File: src/rtl/secuenciador_configuracion_pkg.sv
// rtl/secuenciador_configuracion_pkg.sv - shared mode encodings, cursor limits and counter-select codes
package secuenciador_configuracion_pkg;

    // Mode encoding is driven unchanged on config_mode
    typedef enum logic [1:0] {
        MODO_NORMAL = 2'd0,
        MODO_HORA   = 2'd1,
        MODO_FECHA  = 2'd2,
        MODO_TIMER  = 2'd3
    } modo_t;

    // Highest selectable field per mode
    localparam logic [1:0] LIMITE_NORMAL = 2'd0;
    localparam logic [1:0] LIMITE_HORA   = 2'd2;
    localparam logic [1:0] LIMITE_FECHA  = 2'd3;
    localparam logic [1:0] LIMITE_TIMER  = 2'd2;

    // Counter-select codes: first code of each mode, field index is added on top
    localparam logic [3:0] EN_NINGUNO    = 4'd0;
    localparam logic [3:0] EN_HORA_BASE  = 4'd1;
    localparam logic [3:0] EN_FECHA_BASE = 4'd4;
    localparam logic [3:0] EN_TIMER_BASE = 4'd8;

    function automatic logic [1:0] limite_cursor(input modo_t modo);
        logic [1:0] limite;
        case (modo)
            MODO_HORA:  limite = LIMITE_HORA;
            MODO_FECHA: limite = LIMITE_FECHA;
            MODO_TIMER: limite = LIMITE_TIMER;
            default:    limite = LIMITE_NORMAL;
        endcase
        return limite;
    endfunction

    // Out-of-range cursors select nothing rather than aliasing into another mode
    function automatic logic [3:0] codigo_contador(input modo_t modo, input logic [1:0] cursor);
        logic [3:0] base;
        case (modo)
            MODO_HORA:  base = EN_HORA_BASE;
            MODO_FECHA: base = EN_FECHA_BASE;
            MODO_TIMER: base = EN_TIMER_BASE;
            default:    base = EN_NINGUNO;
        endcase
        if (modo == MODO_NORMAL || cursor > limite_cursor(modo)) begin
            return EN_NINGUNO;
        end
        return base + {2'b00, cursor};
    endfunction

endpackage

File: src/rtl/secuenciador_configuracion_detector_flanco.sv
// rtl/secuenciador_configuracion_detector_flanco.sv - rising-edge detector, one tick per press
module detector_flanco (
    input  logic clk,
    input  logic reset,
    input  logic in_i,
    output logic tick_o
);

    logic prev_q;

    // Previous level clears in reset so a button held through release still ticks
    always_ff @(posedge clk or negedge reset) begin
        if (!reset) begin
            prev_q <= 1'b0;
        end else begin
            prev_q <= in_i;
        end
    end

    assign tick_o = in_i & ~prev_q;

endmodule

File: src/rtl/secuenciador_configuracion.sv
// rtl/secuenciador_configuracion.sv - button-driven configuration mode sequencer
module secuenciador_configuracion
    import secuenciador_configuracion_pkg::*;
#(
    parameter logic [31:0] TIMEOUT_CYCLES = 32'd1_000_000_000,
    parameter int          TW             = 30
) (
    input  logic       clk,
    input  logic       reset,
    input  logic       btn_mode,
    input  logic       btn_left,
    input  logic       btn_right,
    input  logic       btn_up,
    input  logic       btn_down,
    output logic [1:0] config_mode,
    output logic [1:0] cursor_location,
    output logic [3:0] enable_counters,
    output logic       enUP,
    output logic       enDOWN,
    output logic       commit,
    output logic [1:0] commit_mode
);

    localparam logic [TW-1:0] IDLE_MAX = TW'(TIMEOUT_CYCLES - 32'd1);

    logic tick_mode, tick_left, tick_right, tick_up, tick_down;
    logic any_tick;

    detector_flanco u_det_mode  (.clk(clk), .reset(reset), .in_i(btn_mode),  .tick_o(tick_mode));
    detector_flanco u_det_left  (.clk(clk), .reset(reset), .in_i(btn_left),  .tick_o(tick_left));
    detector_flanco u_det_right (.clk(clk), .reset(reset), .in_i(btn_right), .tick_o(tick_right));
    detector_flanco u_det_up    (.clk(clk), .reset(reset), .in_i(btn_up),    .tick_o(tick_up));
    detector_flanco u_det_down  (.clk(clk), .reset(reset), .in_i(btn_down),  .tick_o(tick_down));

    assign any_tick = tick_mode | tick_left | tick_right | tick_up | tick_down;

    modo_t         state_q, state_d;
    logic [1:0]    cursor_q, cursor_d;
    logic [TW-1:0] idle_q, idle_d;
    logic [3:0]    enc_q, enc_d;
    logic          en_up_q, en_up_d;
    logic          en_down_q, en_down_d;
    logic          commit_q, commit_d;
    logic [1:0]    commit_mode_q, commit_mode_d;
    logic [1:0]    limite;

    // Next state: one action per cycle, mode > left > right > up/down > idle timeout
    always_comb begin
        state_d       = state_q;
        cursor_d      = cursor_q;
        en_up_d       = 1'b0;
        en_down_d     = 1'b0;
        commit_d      = 1'b0;
        commit_mode_d = 2'd0;
        limite        = limite_cursor(state_q);

        if (tick_mode) begin
            cursor_d = 2'd0;
            case (state_q)
                MODO_NORMAL: state_d = MODO_HORA;
                MODO_HORA:   state_d = MODO_FECHA;
                MODO_FECHA:  state_d = MODO_TIMER;
                default: begin
                    state_d       = MODO_NORMAL;
                    commit_d      = 1'b1;
                    commit_mode_d = state_q;
                end
            endcase
        end else if (state_q == MODO_NORMAL) begin
            cursor_d = 2'd0;
        end else if (tick_left) begin
            cursor_d = (cursor_q >= limite) ? 2'd0 : cursor_q + 2'd1;
        end else if (tick_right) begin
            cursor_d = (cursor_q == 2'd0) ? limite : cursor_q - 2'd1;
        end else if (tick_up || tick_down) begin
            // Opposing presses in the same cycle cancel out
            en_up_d   = tick_up & ~tick_down;
            en_down_d = tick_down & ~tick_up;
        end else if (idle_q == IDLE_MAX) begin
            state_d       = MODO_NORMAL;
            cursor_d      = 2'd0;
            commit_d      = 1'b1;
            commit_mode_d = state_q;
        end

        if (any_tick || state_q == MODO_NORMAL) begin
            idle_d = '0;
        end else if (idle_q != IDLE_MAX) begin
            idle_d = idle_q + 1'b1;
        end else begin
            idle_d = idle_q;
        end

        // Select code follows the registered mode/cursor so all outputs move together
        enc_d = codigo_contador(state_d, cursor_d);
    end

    // State and registered outputs
    always_ff @(posedge clk or negedge reset) begin
        if (!reset) begin
            state_q       <= MODO_NORMAL;
            cursor_q      <= 2'd0;
            idle_q        <= '0;
            enc_q         <= EN_NINGUNO;
            en_up_q       <= 1'b0;
            en_down_q     <= 1'b0;
            commit_q      <= 1'b0;
            commit_mode_q <= 2'd0;
        end else begin
            state_q       <= state_d;
            cursor_q      <= cursor_d;
            idle_q        <= idle_d;
            enc_q         <= enc_d;
            en_up_q       <= en_up_d;
            en_down_q     <= en_down_d;
            commit_q      <= commit_d;
            commit_mode_q <= commit_mode_d;
        end
    end

    assign config_mode     = state_q;
    assign cursor_location = cursor_q;
    assign enable_counters = enc_q;
    assign enUP            = en_up_q;
    assign enDOWN          = en_down_q;
    assign commit          = commit_q;
    assign commit_mode     = commit_mode_q;

endmodule

File: config.mk
export PLATFORM = sky130hd
export DESIGN_NAME = secuenciador_configuracion
export DESIGN_NICKNAME = d
export VERILOG_FILES = /design/src/rtl/secuenciador_configuracion_pkg.sv /design/src/rtl/secuenciador_configuracion_detector_flanco.sv /design/src/rtl/secuenciador_configuracion.sv
export SDC_FILE = /design/constraint.sdc
export NUM_CORES = 1
export LEC_CHECK = 0
export BUFFER_PORTS_ARGS = -buffer_cell sky130_fd_sc_hd__buf_2
export CAP_MARGIN = 20
export CORE_MARGIN = 4
export CORE_UTILIZATION = 45
export CTS_BUF_LIST = sky130_fd_sc_hd__clkbuf_8
export DETAILED_ROUTE_END_ITERATION = 6
export PLACE_DENSITY = 0.65
export SLEW_MARGIN = 20
export SYNTH_ARGS = -nofsm -noshare
export SYNTH_HDL_FRONTEND = slang
export SYNTH_SLANG_ARGS = --single-unit
File: constraint.sdc
create_clock -name clk -period 8.5 [get_ports clk]
set_clock_uncertainty 0.05 [all_clocks]
set_input_delay 0.425 -clock clk [delete_from_list [all_inputs] [get_ports clk]]
set_output_delay 0.425 -clock clk [all_outputs]
set_load 0.01 [all_outputs]
==> flow_summary.html <==
<table>
<tr><th>Metric</th><th>Value</th></tr>
<tr><th colspan="2">Run status</th></tr>
<tr><td>Run status</td><td>finished, final reports clean</td></tr>
<tr><th colspan="2">Die</th></tr>
<tr><td>Initial Util</td><td>46.5%</td></tr>
<tr><td>Number of top-level pins</td><td>20</td></tr>
<tr><td>Die X-Extent</td><td>83.7 um</td></tr>
<tr><td>Die height</td><td>approximately 84 um</td></tr>
<tr><td>Floorplan die area</td><td>7010 um2</td></tr>
<tr><td>Total core area</td><td>5540 um2</td></tr>
<tr><td>Number of rows created at floorplan</td><td>27</td></tr>
<tr><th colspan="2">Timing</th></tr>
<tr><td>Unrepaired setup endpoints after global routing</td><td>no</td></tr>
<tr><td>Transition time at the pin with the least slew margin</td><td>roughly 0.6 ns</td></tr>
<tr><td>Worst-case headroom to the max-slew limit</td><td>59.9%</td></tr>
<tr><td>Min cycle time layout</td><td>roughly 3.4 ns</td></tr>
<tr><td>Crit share post-route</td><td>between 40% and 50%</td></tr>
<tr><td>Final setup violation count</td><td>0</td></tr>
<tr><td>Worst path setup slack after routing</td><td>5.09 ns</td></tr>
<tr><td>Hold Violations, Final</td><td>0</td></tr>
<tr><td>Final Max Slew Viols</td><td>0</td></tr>
<tr><td>F_max</td><td>0.293 GHz</td></tr>
<tr><td>Summed negative setup slack over all endpoints</td><td>0 ns</td></tr>
<tr><th colspan="2">Layout</th></tr>
<tr><td>Final std cells w/o fill</td><td>366</td></tr>
<tr><td>Proportion of layout cells with a drive suffix above 1</td><td>roughly an eighth</td></tr>
<tr><td>Final core utilization</td><td>51.3%</td></tr>
<tr><td>Area growth from synthesis to layout</td><td>10.3%</td></tr>
<tr><td>Antenna diode instance count</td><td>0</td></tr>
<tr><td>Final-stage net count</td><td>between 300 and 400</td></tr>
<tr><th colspan="2">Critical path</th></tr>
<tr><td>Critical Path End Type</td><td>register</td></tr>
<tr><td>Data arrival time of the critical path</td><td>3.59 ns</td></tr>
<tr><td>Largest fanout of any net on the critical path</td><td>15</td></tr>
<tr><td>R2R depth</td><td>11</td></tr>
<tr><td>Critical path class</td><td>register to register</td></tr>
<tr><td>Required time of the critical path</td><td>8.68 ns</td></tr>
<tr><td>Nature of the critical path startpoint</td><td>register</td></tr>
<tr><th colspan="2">Route</th></tr>
<tr><td>Vias per inst</td><td>5.43</td></tr>
<tr><td>Post-DR wirelength/cell</td><td>13.9 um</td></tr>
<tr><td>1st-iter DRT viols</td><td>119</td></tr>
<tr><td>Vias after detailed routing</td><td>1987</td></tr>
<tr><td>Aggregate routed wire length</td><td>~5.1 mm</td></tr>
<tr><td>DRC violation count after routing</td><td>0</td></tr>
<tr><td>Antenna Violating Nets Remaining</td><td>0</td></tr>
<tr><td>Length of the first detailed-routing pass in iterations</td><td>4</td></tr>
<tr><th colspan="2">Power and ir drop</th></tr>
<tr><td>Cell leakage power</td><td>0.00123 uW</td></tr>
<tr><td>Final Power</td><td>between 600 and 700 uW</td></tr>
<tr><td>Peak supply drop</td><td>0.113 mV</td></tr>
<tr><td>PwrDens</td><td>216 nW/um2</td></tr>
<tr><th colspan="2">Logic synthesis</th></tr>
<tr><td>Post-synthesis instance area</td><td>2580 um2</td></tr>
<tr><td>Leading post-synthesis cells by cell area</td><td>sky130_fd_sc_hd__dfrtp_1, sky130_fd_sc_hd__ha_1, sky130_fd_sc_hd__nand2_1</td></tr>
<tr><td>Post-synth net total</td><td>295</td></tr>
<tr><td>Most frequent cells after synthesis</td><td>sky130_fd_sc_hd__dfrtp_1, sky130_fd_sc_hd__nand2_1, sky130_fd_sc_hd__nor2_1</td></tr>
<tr><td>Warning count from the yosys run</td><td>0</td></tr>
<tr><td>Area fraction of the dominant cell type after synthesis</td><td>46.6%</td></tr>
<tr><td>Flops &amp; latches, synth</td><td>48</td></tr>
<tr><td>Cell accounting for the most synthesized area</td><td>sky130_fd_sc_hd__dfrtp_1</td></tr>
<tr><td>Async set-or-reset flop fraction in the synthesized netlist</td><td>100%</td></tr>
<tr><td>Distinct cell type count of the synthesized netlist</td><td>42</td></tr>
<tr><td>Mean area per synthesized cell</td><td>9.38 um2</td></tr>
<tr><td>Post-synthesis instance total</td><td>275</td></tr>
<tr><td>Main synth FF type</td><td>sky130_fd_sc_hd__dfrtp_1</td></tr>
<tr><td>Sequential cell area fraction in the yosys report</td><td>between 40% and 50%</td></tr>
<tr><td>Library cell with the highest instance count after synthesis</td><td>sky130_fd_sc_hd__dfrtp_1</td></tr>
<tr><td>Number of enable-type register cells in the synthesized netlist</td><td>0</td></tr>
<tr><th colspan="2">Clock tree</th></tr>
<tr><td>Resize count post-CTS</td><td>0</td></tr>
<tr><td>Worst skew pair latency</td><td>around 0.31 ns</td></tr>
<tr><td>CTS tree</td><td>yes</td></tr>
<tr><td>Buffer count from post-CTS setup fixing</td><td>0</td></tr>
<tr><td>CTS HTree Levels</td><td>2</td></tr>
<tr><td>CTS Root Cell</td><td>sky130_fd_sc_hd__clkbuf_8</td></tr>
<tr><td>Clock sinks</td><td>48</td></tr>
<tr><td>Hold buffer count at CTS</td><td>0</td></tr>
<tr><td>Clock Tree Buf Depth</td><td>2</td></tr>
<tr><td>Number of buffers created by CTS</td><td>5</td></tr>
<tr><td>Worst-path clk slew</td><td>0.09 ns</td></tr>
<tr><th colspan="2">Place</th></tr>
<tr><td>Placer Congestion</td><td>0.882</td></tr>
<tr><td>Pre-CTS WS</td><td>4.85 ns</td></tr>
<tr><td>Placed Cells</td><td>357</td></tr>
<tr><td>Post-detail-place hpwl</td><td>between 3 and 4 mm</td></tr>
<tr><td>PortBufs</td><td>19</td></tr>
<tr><th colspan="2">Global routing</th></tr>
<tr><td>Antenna violations before repair</td><td>0</td></tr>
<tr><td>Global-route usage over all layers</td><td>roughly 16%</td></tr>
<tr><td>Remaining Overflow, GRT</td><td>0</td></tr>
<tr><td>Maximum number of pins on one net before global-route repair</td><td>49</td></tr>
<tr><td>Vias in the first global route</td><td>1840</td></tr>
<tr><td>Global-route wire length before repair</td><td>slightly below 9 mm</td></tr>
<tr><th colspan="2">Min path</th></tr>
<tr><td>Hold crit path type</td><td>input pin to asynchronous set/reset pin</td></tr>
<tr><th colspan="2">Flow run</th></tr>
<tr><td>Number of maximum-capacitance constraint violations</td><td>0</td></tr>
</table>
[flip-flops by register name, indices dropped and copies added, names as in the netlist, 2 cells and up]
signal           count
commit_mode          2
config_mode          2
enable_counters      4
idle_q              30
cursor_location      2
[worst max-delay path, cell delays in order (launching register included)]
cell	delay, ns
sky130_fd_sc_hd__dfrtp_1	0.39
sky130_fd_sc_hd__inv_1	0.12
sky130_fd_sc_hd__ha_1	0.29
sky130_fd_sc_hd__or4_1	0.64
sky130_fd_sc_hd__or2_1	0.48
sky130_fd_sc_hd__nor2_1	0.40
sky130_fd_sc_hd__nor3_1	0.10
sky130_fd_sc_hd__ha_1	0.24
sky130_fd_sc_hd__ha_1	0.20
sky130_fd_sc_hd__nor3_1	0.18
sky130_fd_sc_hd__a21oi_1	0.06
sky130_fd_sc_hd__nor3_1	0.17
[path summary, 6_finish.rpt]
| path | start | to | slack, ns |
|---|---|---|---|
| worst min-delay path | reset | idle_q[18] | 0.16 |
| worst max-delay path | config_mode[0] | enable_counters[2] | 5.09 |
| worst min register to register | u_det_down.prev_q | enDOWN | 0.49 |
| min in group clk | btn_right | u_det_right.prev_q | 0.18 |
| max in group asynchronous | reset | config_mode[0] | 7.84 |
| worst max register to register | config_mode[0] | enable_counters[2] | 5.09 |
[metrics by stage]
stage                     instance area [um2]  hold slack [ns]
after detailed placement                 2720            0.477
after CTS                                2830            0.173
after global routing                     2840            0.166
after global placement                   2720            0.481
after floorplan                          2580           0.0794
final                                    2840            0.156
[layout make-up]
cell class	instances	area [um2]
inverters	10	37.5
fillers	519	2700
repair buffers	22	125
clock buffers	5	68.8
multi-input cells	206	1280
well taps	72	90.1
flip-flops and latches	48	1200
clock inverters	3	42.5
[layer usage]
layer	vias to the layer above	share of wire [%]	GRT usage, %
met4	0	1.4	4.82
li1	1004	-	-
met3	7	3.3	3.75
met5	-	0	0
met1	943	51	22.6
met2	33	44	23.1
[power breakdown]
group	switching, uW	internal [uW]
Combinational	114	75.4
Clock	78.0	87.0
Sequential	13.4	248
Total	205	410
[cells in the final DEF, fill, tap and decap left out, types with 2 or more instances in the layout]
cell type	count
sky130_fd_sc_hd__nor2b_1	2
sky130_fd_sc_hd__nand4_1	5
sky130_fd_sc_hd__o211ai_1	2
sky130_fd_sc_hd__dfrtp_1	48
sky130_fd_sc_hd__a21oi_1	17
sky130_fd_sc_hd__nand2b_1	5
sky130_fd_sc_hd__buf_4	2
sky130_fd_sc_hd__or4_1	4
sky130_fd_sc_hd__nor2_1	26
sky130_fd_sc_hd__and3_1	5
sky130_fd_sc_hd__xor2_1	6
sky130_fd_sc_hd__nor4_1	9
sky130_fd_sc_hd__and4_1	2
sky130_fd_sc_hd__xnor2_1	10
sky130_fd_sc_hd__o21ai_1	6
sky130_fd_sc_hd__o21ai_0	8
sky130_fd_sc_hd__inv_1	10
sky130_fd_sc_hd__buf_2	19
sky130_fd_sc_hd__clkbuf_8	5
sky130_fd_sc_hd__or3_1	14
sky130_fd_sc_hd__nor3b_1	3
sky130_fd_sc_hd__nand2_1	28
sky130_fd_sc_hd__nor3_1	11
sky130_fd_sc_hd__ha_1	13
sky130_fd_sc_hd__mux2i_1	4
sky130_fd_sc_hd__nand3_1	10
[logic make-up after synthesis]
kind of cell | after synthesis | synth area share (%)
simple gates | 132 | 27.1
flops | 48 | 46.6
compound gates | 41 | 9.17
buf+inv | 21 | 3.83
xor+xnor | 16 | 5.43
fa+ha+maj | 13 | 6.31
mux | 4 | 1.55
Note: power is estimated with default switching activity, not from simulation.
